<file path="config.mk">
export PLATFORM = sky130hd
export DESIGN_NAME = rf_wb_arbiter
export DESIGN_NICKNAME = d
export VERILOG_FILES = /design/src/rtl/rf_wb_arbiter_pkg.sv /design/src/rtl/rf_wb_arbiter_rr.sv /design/src/rtl/rf_wb_arbiter.sv
export SDC_FILE = /design/constraint.sdc
export NUM_CORES = 1
export LEC_CHECK = 0
export ABC_AREA = 1
export CAP_MARGIN = 40
export CORE_AREA = 10 10 221 223
export DETAILED_ROUTE_END_ITERATION = 7
export DIE_AREA = 0 0 231 233
export GPL_ROUTABILITY_DRIVEN = 0
export PLACE_DENSITY = 0.64
export SLEW_MARGIN = 5
export SYNTH_ARGS = -nofsm -noshare
export SYNTH_HDL_FRONTEND = slang
export SYNTH_SLANG_ARGS = --single-unit
</file>
<file path="constraint.sdc">
create_clock -name clk -period 2.2 [get_ports clk]
set_input_delay 0.22 -clock clk [delete_from_list [all_inputs] [get_ports clk]]
set_output_delay 0.22 -clock clk [all_outputs]
set_load 0.02 [all_outputs]
</file>
<file path="src/rtl/rf_wb_arbiter_pkg.sv">
// ----------------------------------------------------------------------------
// rf_wb_arbiter_pkg
// Shared sizing constants for the vector register file, its writeback
// arbiter and the issue stage.
//   REG_WIDTH_DEF  : width of one vector register (bits)
//   REG_COUNT_DEF  : number of architectural vector registers
//   NUM_REQ_DEF    : default number of writeback sources (ALU, MAC, load)
//   addr_width()   : register address width for a given register count
// ----------------------------------------------------------------------------
package rf_wb_arbiter_pkg;

   localparam int REG_WIDTH_DEF = 128;
   localparam int REG_COUNT_DEF = 32;
   localparam int NUM_REQ_DEF   = 3;

   // A single-entry file still needs a one-bit address.
   function automatic int addr_width(input int count);
      return (count > 1) ? $clog2(count) : 1;
   endfunction

endpackage

</file>
<file path="src/rtl/rf_wb_arbiter_rr.sv">
// ----------------------------------------------------------------------------
// rr_arbiter
// Round-robin arbiter for the writeback sources.
//   clk, reset : clock and synchronous active-high reset
//   valid      : request vector, one bit per source
//   grant      : one-hot grant, never set without the matching valid bit;
//                forced to zero while reset is high
//   grant_any  : some source is granted this cycle
// The priority pointer lives here; it moves to the slot after the winner
// on every grant and holds otherwise.
// ----------------------------------------------------------------------------
module rr_arbiter #(
   parameter  int NUM_REQ = 3,
   localparam int PW      = (NUM_REQ > 1) ? $clog2(NUM_REQ) : 1
) (
   input  logic               clk,
   input  logic               reset,
   input  logic [NUM_REQ-1:0] valid,
   output logic [NUM_REQ-1:0] grant,
   output logic               grant_any
);

   logic [PW-1:0] ptr_q;
   logic [PW-1:0] ptr_nxt;
   logic [PW-1:0] sel;
   logic          found;

   // Two passes: first the slots at or above the pointer, then the slots
   // below it. Together they form the wrapped search order without a
   // modulo operator.
   always_comb begin
      grant   = '0;
      found   = 1'b0;
      sel     = '0;
      ptr_nxt = ptr_q;
      if (!reset) begin
         for (int i = 0; i < NUM_REQ; i++) begin
            if (!found && valid[i] && (PW'(i) >= ptr_q)) begin
               grant[i] = 1'b1;
               found    = 1'b1;
               sel      = PW'(i);
            end
         end
         for (int i = 0; i < NUM_REQ; i++) begin
            if (!found && valid[i] && (PW'(i) < ptr_q)) begin
               grant[i] = 1'b1;
               found    = 1'b1;
               sel      = PW'(i);
            end
         end
         if (found) begin
            ptr_nxt = (sel == PW'(NUM_REQ - 1)) ? '0 : sel + PW'(1);
         end
      end
   end

   assign grant_any = found;

   always_ff @(posedge clk) begin
      if (reset) begin
         ptr_q <= '0;
      end else begin
         ptr_q <= ptr_nxt;
      end
   end

endmodule

</file>
<file path="src/rtl/rf_wb_arbiter.sv">
// ----------------------------------------------------------------------------
// rf_wb_arbiter
// Shares the single write port of the vector register file among NUM_REQ
// writeback sources and keeps the per-register busy scoreboard used by the
// issue stage for RAW/WAW stalls.
//   clk, reset        : clock, synchronous active-high reset
//   wb_valid/addr/data: per-source write request, slice i of each bus
//   wb_ready          : one-hot accept; transfer on wb_valid & wb_ready
//   rf_write_en/addr/data : registered write port, one cycle after accept
//   issue_en/issue_addr   : instruction dispatch with its destination
//   chk_addr1..3      : source registers of the instruction in issue
//   hazard            : issue must stall (combinational)
//   busy_vec          : scoreboard contents for trace
// ----------------------------------------------------------------------------
module rf_wb_arbiter
   import rf_wb_arbiter_pkg::*;
#(
   parameter  int REG_WIDTH = REG_WIDTH_DEF,
   parameter  int REG_COUNT = REG_COUNT_DEF,
   parameter  int NUM_REQ   = NUM_REQ_DEF,
   localparam int AW        = addr_width(REG_COUNT)
) (
   input  logic                         clk,
   input  logic                         reset,
   input  logic [NUM_REQ-1:0]           wb_valid,
   input  logic [NUM_REQ*AW-1:0]        wb_addr,
   input  logic [NUM_REQ*REG_WIDTH-1:0] wb_data,
   output logic [NUM_REQ-1:0]           wb_ready,
   output logic                         rf_write_en,
   output logic [AW-1:0]                rf_write_addr,
   output logic [REG_WIDTH-1:0]         rf_write_data,
   input  logic                         issue_en,
   input  logic [AW-1:0]                issue_addr,
   input  logic [AW-1:0]                chk_addr1,
   input  logic [AW-1:0]                chk_addr2,
   input  logic [AW-1:0]                chk_addr3,
   output logic                         hazard,
   output logic [REG_COUNT-1:0]         busy_vec
);

   logic [NUM_REQ-1:0]   grant;
   logic                 grant_any;
   logic [AW-1:0]        sel_addr;
   logic [REG_WIDTH-1:0] sel_data;
   logic                 sel_wr;

   logic                 vld_p1;
   logic [AW-1:0]        wr_addr_p1;
   logic [REG_WIDTH-1:0] wr_data_p1;

   logic [REG_COUNT-1:0] busy_q;
   logic [REG_COUNT-1:0] busy_d;
   logic [REG_COUNT-1:0] clr_mask;
   logic [REG_COUNT-1:0] pend_vec;
   logic                 issue_set;

   rr_arbiter #(
      .NUM_REQ (NUM_REQ)
   ) u_arb (
      .clk       (clk),
      .reset     (reset),
      .valid     (wb_valid),
      .grant     (grant),
      .grant_any (grant_any)
   );

   assign wb_ready = grant;

   always_comb begin
      sel_addr = '0;
      sel_data = '0;
      for (int i = 0; i < NUM_REQ; i++) begin
         if (grant[i]) begin
            sel_addr = wb_addr[AW*i +: AW];
            sel_data = wb_data[REG_WIDTH*i +: REG_WIDTH];
         end
      end
   end

   // Register 0 is never written: accepting such a transfer only retires it.
   assign sel_wr = grant_any & (sel_addr != '0);

   // ---- stage p0 -> p1 : granted write onto the register-file port ----
   always_ff @(posedge clk) begin
      if (reset) begin
         vld_p1     <= 1'b0;
         wr_addr_p1 <= '0;
         wr_data_p1 <= '0;
      end else begin
         vld_p1 <= sel_wr;
         if (sel_wr) begin
            wr_addr_p1 <= sel_addr;
            wr_data_p1 <= sel_data;
         end
      end
   end

   assign rf_write_en   = vld_p1;
   assign rf_write_addr = wr_addr_p1;
   assign rf_write_data = wr_data_p1;

   // A register being written this cycle is no longer pending: the file
   // bypasses the new value to readers. Bit 0 is masked so register 0 can
   // never stall issue.
   assign clr_mask = vld_p1 ? (REG_COUNT'(1) << wr_addr_p1) : '0;
   assign pend_vec = busy_q & ~clr_mask & ~REG_COUNT'(1);

   assign hazard = pend_vec[chk_addr1] | pend_vec[chk_addr2] | pend_vec[chk_addr3]
                 | (issue_en & pend_vec[issue_addr]);

   assign issue_set = issue_en & ~hazard & (issue_addr != '0);

   // Clear first, then set, so an issue to the register being written back
   // in the same cycle leaves it busy.
   assign busy_d = (busy_q & ~clr_mask)
                 | (issue_set ? (REG_COUNT'(1) << issue_addr) : '0);

   always_ff @(posedge clk) begin
      if (reset) begin
         busy_q <= '0;
      end else begin
         busy_q <= busy_d;
      end
   end

   assign busy_vec = busy_q;

endmodule

</file>
# After elaboration in Yosys (flattened, before gate mapping)
# Cells that the tools add are included.
op_classes:
  n_addsub: 1
  order_cmp: 10
  eq_ne: 1
  shift: 2
  n_mux: 42
  bitwise: 11
  n_reduce_logical: 18
ops:
  columns: ["cell", "count"]
  rows:
  - ["$mux 128", 3]
  - ["$mux 32", 2]
  - ["$shl 1x5->32 const A", 2]
  - ["$and 32x32->32", 1]
  - ["$not 32->32", 1]
  - ["$or 32x32->32", 1]
  - ["$lt 5x6->1 const B", 4]
  - ["$mux 1", 23]
  - ["$bmux 1 s5", 4]
  - ["$mux 5", 3]
  - ["$mux 2", 6]
  - ["$logic_and 1x1->1", 11]
  - ["$reduce_bool 5->1", 2]
  - ["$logic_not 1->1", 5]
  - ["$and 1x1->1", 4]
  - ["$ge 1x2->1 const A", 2]
  - ["$lt 1x2->1 const A", 2]
  - ["$mux 3", 1]
  - ["$or 1x1->1", 3]
  - ["$add 2x1->2 const B", 1]
  - ["$eq 2x2->1 const B", 1]
  - ["$ge 2x2->1 const A", 1]
  - ["$lt 2x2->1 const A", 1]
  - ["$not 1->1", 1]
totals:
  regBits: 168
  in_bits: 425
  out_inout_bits: 170
  elab_cells: 90

# Depth between registers and ports, before layout
logic_depth:
  depth_word: 34
  ltp_mapped: 19
  ltp_nobuf: 17

# Hierarchy
# Synthesis repeated with hierarchy kept, for this count alone.
hier_totals:
  hier_cells: 1633
  area_unflattened_um2: 9982.1
modules_own_cells:
  columns: ["mod", "instances", "cells_per_inst", "area_each_um2", "seq_area_each_um2"]
  rows:
  - ["rf_wb_arbiter", 1, 1598, 9790.6, 3323.2]
  - ["rr_arbiter", 1, 35, 191.4, 40.0]

# Least setup slack after synthesis
# OpenSTA, ideal clock, no wires.
synth_path:
  kind: "reg2out"
  startpoint: "reg wr_addr_p1[0], in the netlist rf_write_addr[0]"
  endpoint: "out hazard"
  t_arrival_ns: 1.950
  t_required_ns: 1.980
  slack_ns: 0.030
  stages_incl_launch_ff: 16
  n_path_buf: 2
  path_cell_list: "dfxtp_1 buf_4 nand2_1 nor2_2 nand2_1 o21ai_2 nand2_1 nand3_1 nand3_1 nand3_1 nand2_1 nand2_1 nand3_2 nor2_4 buf_6 inv_1"
synth_between:
  elab_chain_len: 9
  word_cells_on_any_way: 16
  classes_between: "shift: 1; mux: 9; bitwise: 6"
synth_lines:
  columns: ["element", "line", "text"]
  rows:
  - ["from (decl)", "rf_wb_arbiter.sv:48", "logic [AW-1:0] wr_addr_p1;"]
  - ["from (signal assigned)", "rf_wb_arbiter.sv:92", "wr_addr_p1 <= sel_addr;"]
  - ["$shl 1x5->32 *", "rf_wb_arbiter.sv:105", "assign clr_mask = vld_p1 ? (REG_COUNT'(1) << wr_addr_p1) : '0;"]
  - ["$mux 32 *", "rf_wb_arbiter.sv:105", null]
  - ["$not 32->32 *", "rf_wb_arbiter.sv:106", "assign pend_vec = busy_q & ~clr_mask & ~REG_COUNT'(1);"]
  - ["$and 32x32->32 *", "rf_wb_arbiter.sv:106", null]
  - ["$bmux 1 s5", "rf_wb_arbiter.sv:108", "assign hazard = pend_vec[chk_addr1] | pend_vec[chk_addr2] | pend_vec[chk_addr3]"]
  - ["$mux 1 (not written as such)", "rf_wb_arbiter.sv:108", null]
  - ["$or 1x1->1 (2 in series)", "rf_wb_arbiter.sv:108", null]
  - ["$or 1x1->1 *", "rf_wb_arbiter.sv:109", "| (issue_en & pend_vec[issue_addr]);"]
  - ["to (decl)", "rf_wb_arbiter.sv:37", "output logic hazard,"]
# Every way passes the cells marked *; elsewhere a longest branch is shown, timed or not. The select of a mux whose other input is x is not followed.

# Final worst setup path
# Same ends and word-level chain as after synthesis.

==> out/results.ini <==
[place]
dp_cells = 2920
dp_hpwl_um = 50020
io_buffers = 594

[global_routing]
grt_max_degree = 78
grt-ovfl-total = 0
grt_pass1_wl_um = 98250
track_usage = 0.2424
grt_pass1_vias = 15000
antenna_found_initial = 15

[sta]
finalSetupViolations = 163
hold_viol = 0
worst_slew_pin_slew_ns = 0.9462
maxSlewViolCount = 0
post-route-min-period_ns = 2.676
timing.fmax_mhz = 373.7
fin_skew_ns = 0.009957
setup_slack_ns = -0.4757
fin_crit_sh = 1.216
grt_setup_unrepaired = yes
max_slew_margin = 0.3692

[synth]
ys_types = 32
synth_common_cells = 559 x nand2_1, 321 x nor2_1, 200 x nand3_1, 168 x dfxtp_1, 89 x o21ai_0
synth_top_cell_area_share = 0.3359
syn_inst = 1701
ys_seq_area_frac = 0.3359
synth_edf_count = 0
ys_seq_elements = 168
ys_warn_count = 0
synth.avg_cell_area_um2 = 5.887
yosysMostFrequentCell = nand2_1
yosysTopAreaCell = dfxtp_1
ys_async_sr_fraction = 0
synth_nets = 2126
syn_area_um2 = 10010
ys.flop_type = dfxtp_1
synth.area.top_cells = dfxtp_1 34%, nand2_1 21%, nor2_1 12%

[finish]
multi_input_area_um2 = 7402
syn2layout_area_growth_pct = 109.4
layout.nets = 2840
drive_above_1_share = 0.2249
final_cells = 3029
fin_util = 0.4752
fillers = 4395
register_area_um2 = 3383

[clock_tree]
cts_buffer_depth = 2
cts_num_sinks = 168
hold_buffers = 0
root_buffer = clkbuf_16
clk_pin_slew_worst_paths_ns = 0.07
cts_made_buffers = 17
clkLatencyLatePin_ns = 0.45
h-tree-depth = 4
cts_tree = built

[setup_path]
critPathArrivalTime_ns = 2.46
worstSetupPathType = reg -> out
ff2ff_path_depth = 16
endpoint_kind = output pin
worstPathMaxFanout = 6
slowest_delay_ns = 0.38
regToRegSetupSlack_ns = -0.34
worstPathCellList = buf_6, nor2_4, nand4_1, a21oi_2, nor2_1, nand2_1, nand3_1, nand3_1, nand2_2, nand2_1, nand2_2, nor2_4, inv_1, buf_6
required_ns = 1.98
start_kind = flop
crit_slowest_cell = dfxtp_4
rr_startpoint = rf_write_addr[0]
r2r-end = busy_vec[23]

[floorplan]
die_y_um = 233
die_x_um = 231
core_area_um2 = 44120
ios = 595
rows = 77
start_util = 0.2269
die_area_um2 = 53820

[power]
powerDensity_nw_per_um2 = 659.6
ir_drop_uv = 523.0
leakage_uw = 0.008421

[worst_hold_path]
worstHoldPathCells = 6
hold_start = wb_valid[1]
holdPathEnd = u_arb.ptr_q[1]
holdCritPathClass = in -> reg

[route]
drt-total-wl_um = 69360
drc = 0
via_count = 15050
drtPass1Iterations = 6
final_antenna_net_count = 0
drt_iter0_drc = 1372
routedWlPerCell_um = 22.90
vias_per_cell = 4.968

[outcome]
outcome = finished with violations
violations = negative setup slack

[run]
maxCapViolations = 0

==> cell usage in the layout, fill, tap and decap left out, drive strengths merged <==
| cell | count |
|---|---|
| a221oi | 1 |
| dlygate4sd2 | 1 |
| a21oi | 49 |
| o21a | 1 |
| nand4 | 44 |
| nor2 | 328 |
| nor4 | 1 |
| nand3b | 4 |
| clkdlybuf4s50 | 588 |
| dfxtp | 168 |
| clkinv | 9 |
| diode | 9 |
| clkdlybuf4s15 | 1 |
| nand3 | 203 |
| o21ai | 147 |
| nand2 | 564 |
| a31oi | 1 |
| o21bai | 1 |
| nor3 | 16 |
| o31ai | 2 |
| o22ai | 1 |
| buf | 210 |
| clkinvlp | 4 |
| inv | 56 |
| dlymetal6s2s | 1 |
| a41oi | 1 |
| clkbuf | 22 |
| o211ai | 1 |
| bufinv | 3 |
==> worst max path at each step <==
stage	start	endpoint	slack (ns)
after floorplan	rf_write_addr[0]	hazard	0.03
after CTS	rf_write_addr[1]	hazard	-0.48
after global routing	rf_write_addr[3]	hazard	-0.61
after global placement	issue_addr[1]	hazard	-0.65
after detailed placement	issue_addr[1]	hazard	-0.69
final	rf_write_addr[0]	hazard	-0.48
==> worst max-delay path: cells and delay by family (launching register included) <==
kind | cells | cell delay, ns
compound gates | 1 | 0.24
buf+inv | 3 | 0.31
flops | 1 | 0.38
simple gates | 10 | 1.06
==> report_power, final <==
group / switching, uW / internal (uW)
combinational: 3450 / 3310
clock: 1480 / 1850
sequential: 288 / 3460
==> flip-flops by register name, summed over array words and instances (netlist names) <==
signal	cells
rf_write_en	1
busy_vec	32
rf_write_addr	5
rf_write_data	128
u_arb.ptr_q	2
==> routing by layer <==
metal / vias up / GRT usage / part of all wire
met5: - / 0 / 0.00091
met2: 846 / 0.4127 / 0.48
met3: 188 / 0.07289 / 0.090
met1: 7026 / 0.2782 / 0.38
li1: 6979 / - / -
met4: 8 / 0.1005 / 0.045
==> per-stage QoR <==
step / TNS [ns] / hold slack [ns] / setup WS [ns] / area (um^2) / power (uW)
after floorplan: 0 / 0.3825 / 0.03046 / 10010 / 5817
after global placement: -83.62 / 0.4459 / -0.6492 / 17460 / 8303
after detailed placement: -90.87 / 0.4672 / -0.6926 / 17460 / 8327
after CTS: -22.17 / 0.4429 / -0.4756 / 20280 / 13500
after global routing: -46.21 / 0.4537 / -0.6111 / 20960 / 14410
final: -26.39 / 0.4292 / -0.4757 / 20970 / 13830
==> logic make-up after synthesis <==
family,Yosys count,share of synthesized area
simple gates,1159,0.4804
flops,168,0.3359
buf+inv,169,0.07672
compound gates,205,0.1070
==> repair_timing <==
| item | 4_1_cts | 5_1_grt |
|---|---|---|
| resized for setup | 375 | 176 |
| gates cloned | 30 | 4 |
| setup endpoints to repair | 165 | 169 |
| pin swaps | 81 | 39 |
| buffers inserted | 31 | 15 |
==> cell type report <==
class / count / share of cell area
repair buffers: 805 / 0.4060
multi-input cells: 1365 / 0.3530
flip-flops and latches: 168 / 0.1614
well taps: 592 / 0.03533
clock buffers: 18 / 0.02095
inverters: 56 / 0.01134
clock inverters: 14 / 0.008892
repair inverters: 2 / 0.001969
diodes: 9 / 0.001074
Note: power is estimated with default switching activity, not from simulation.
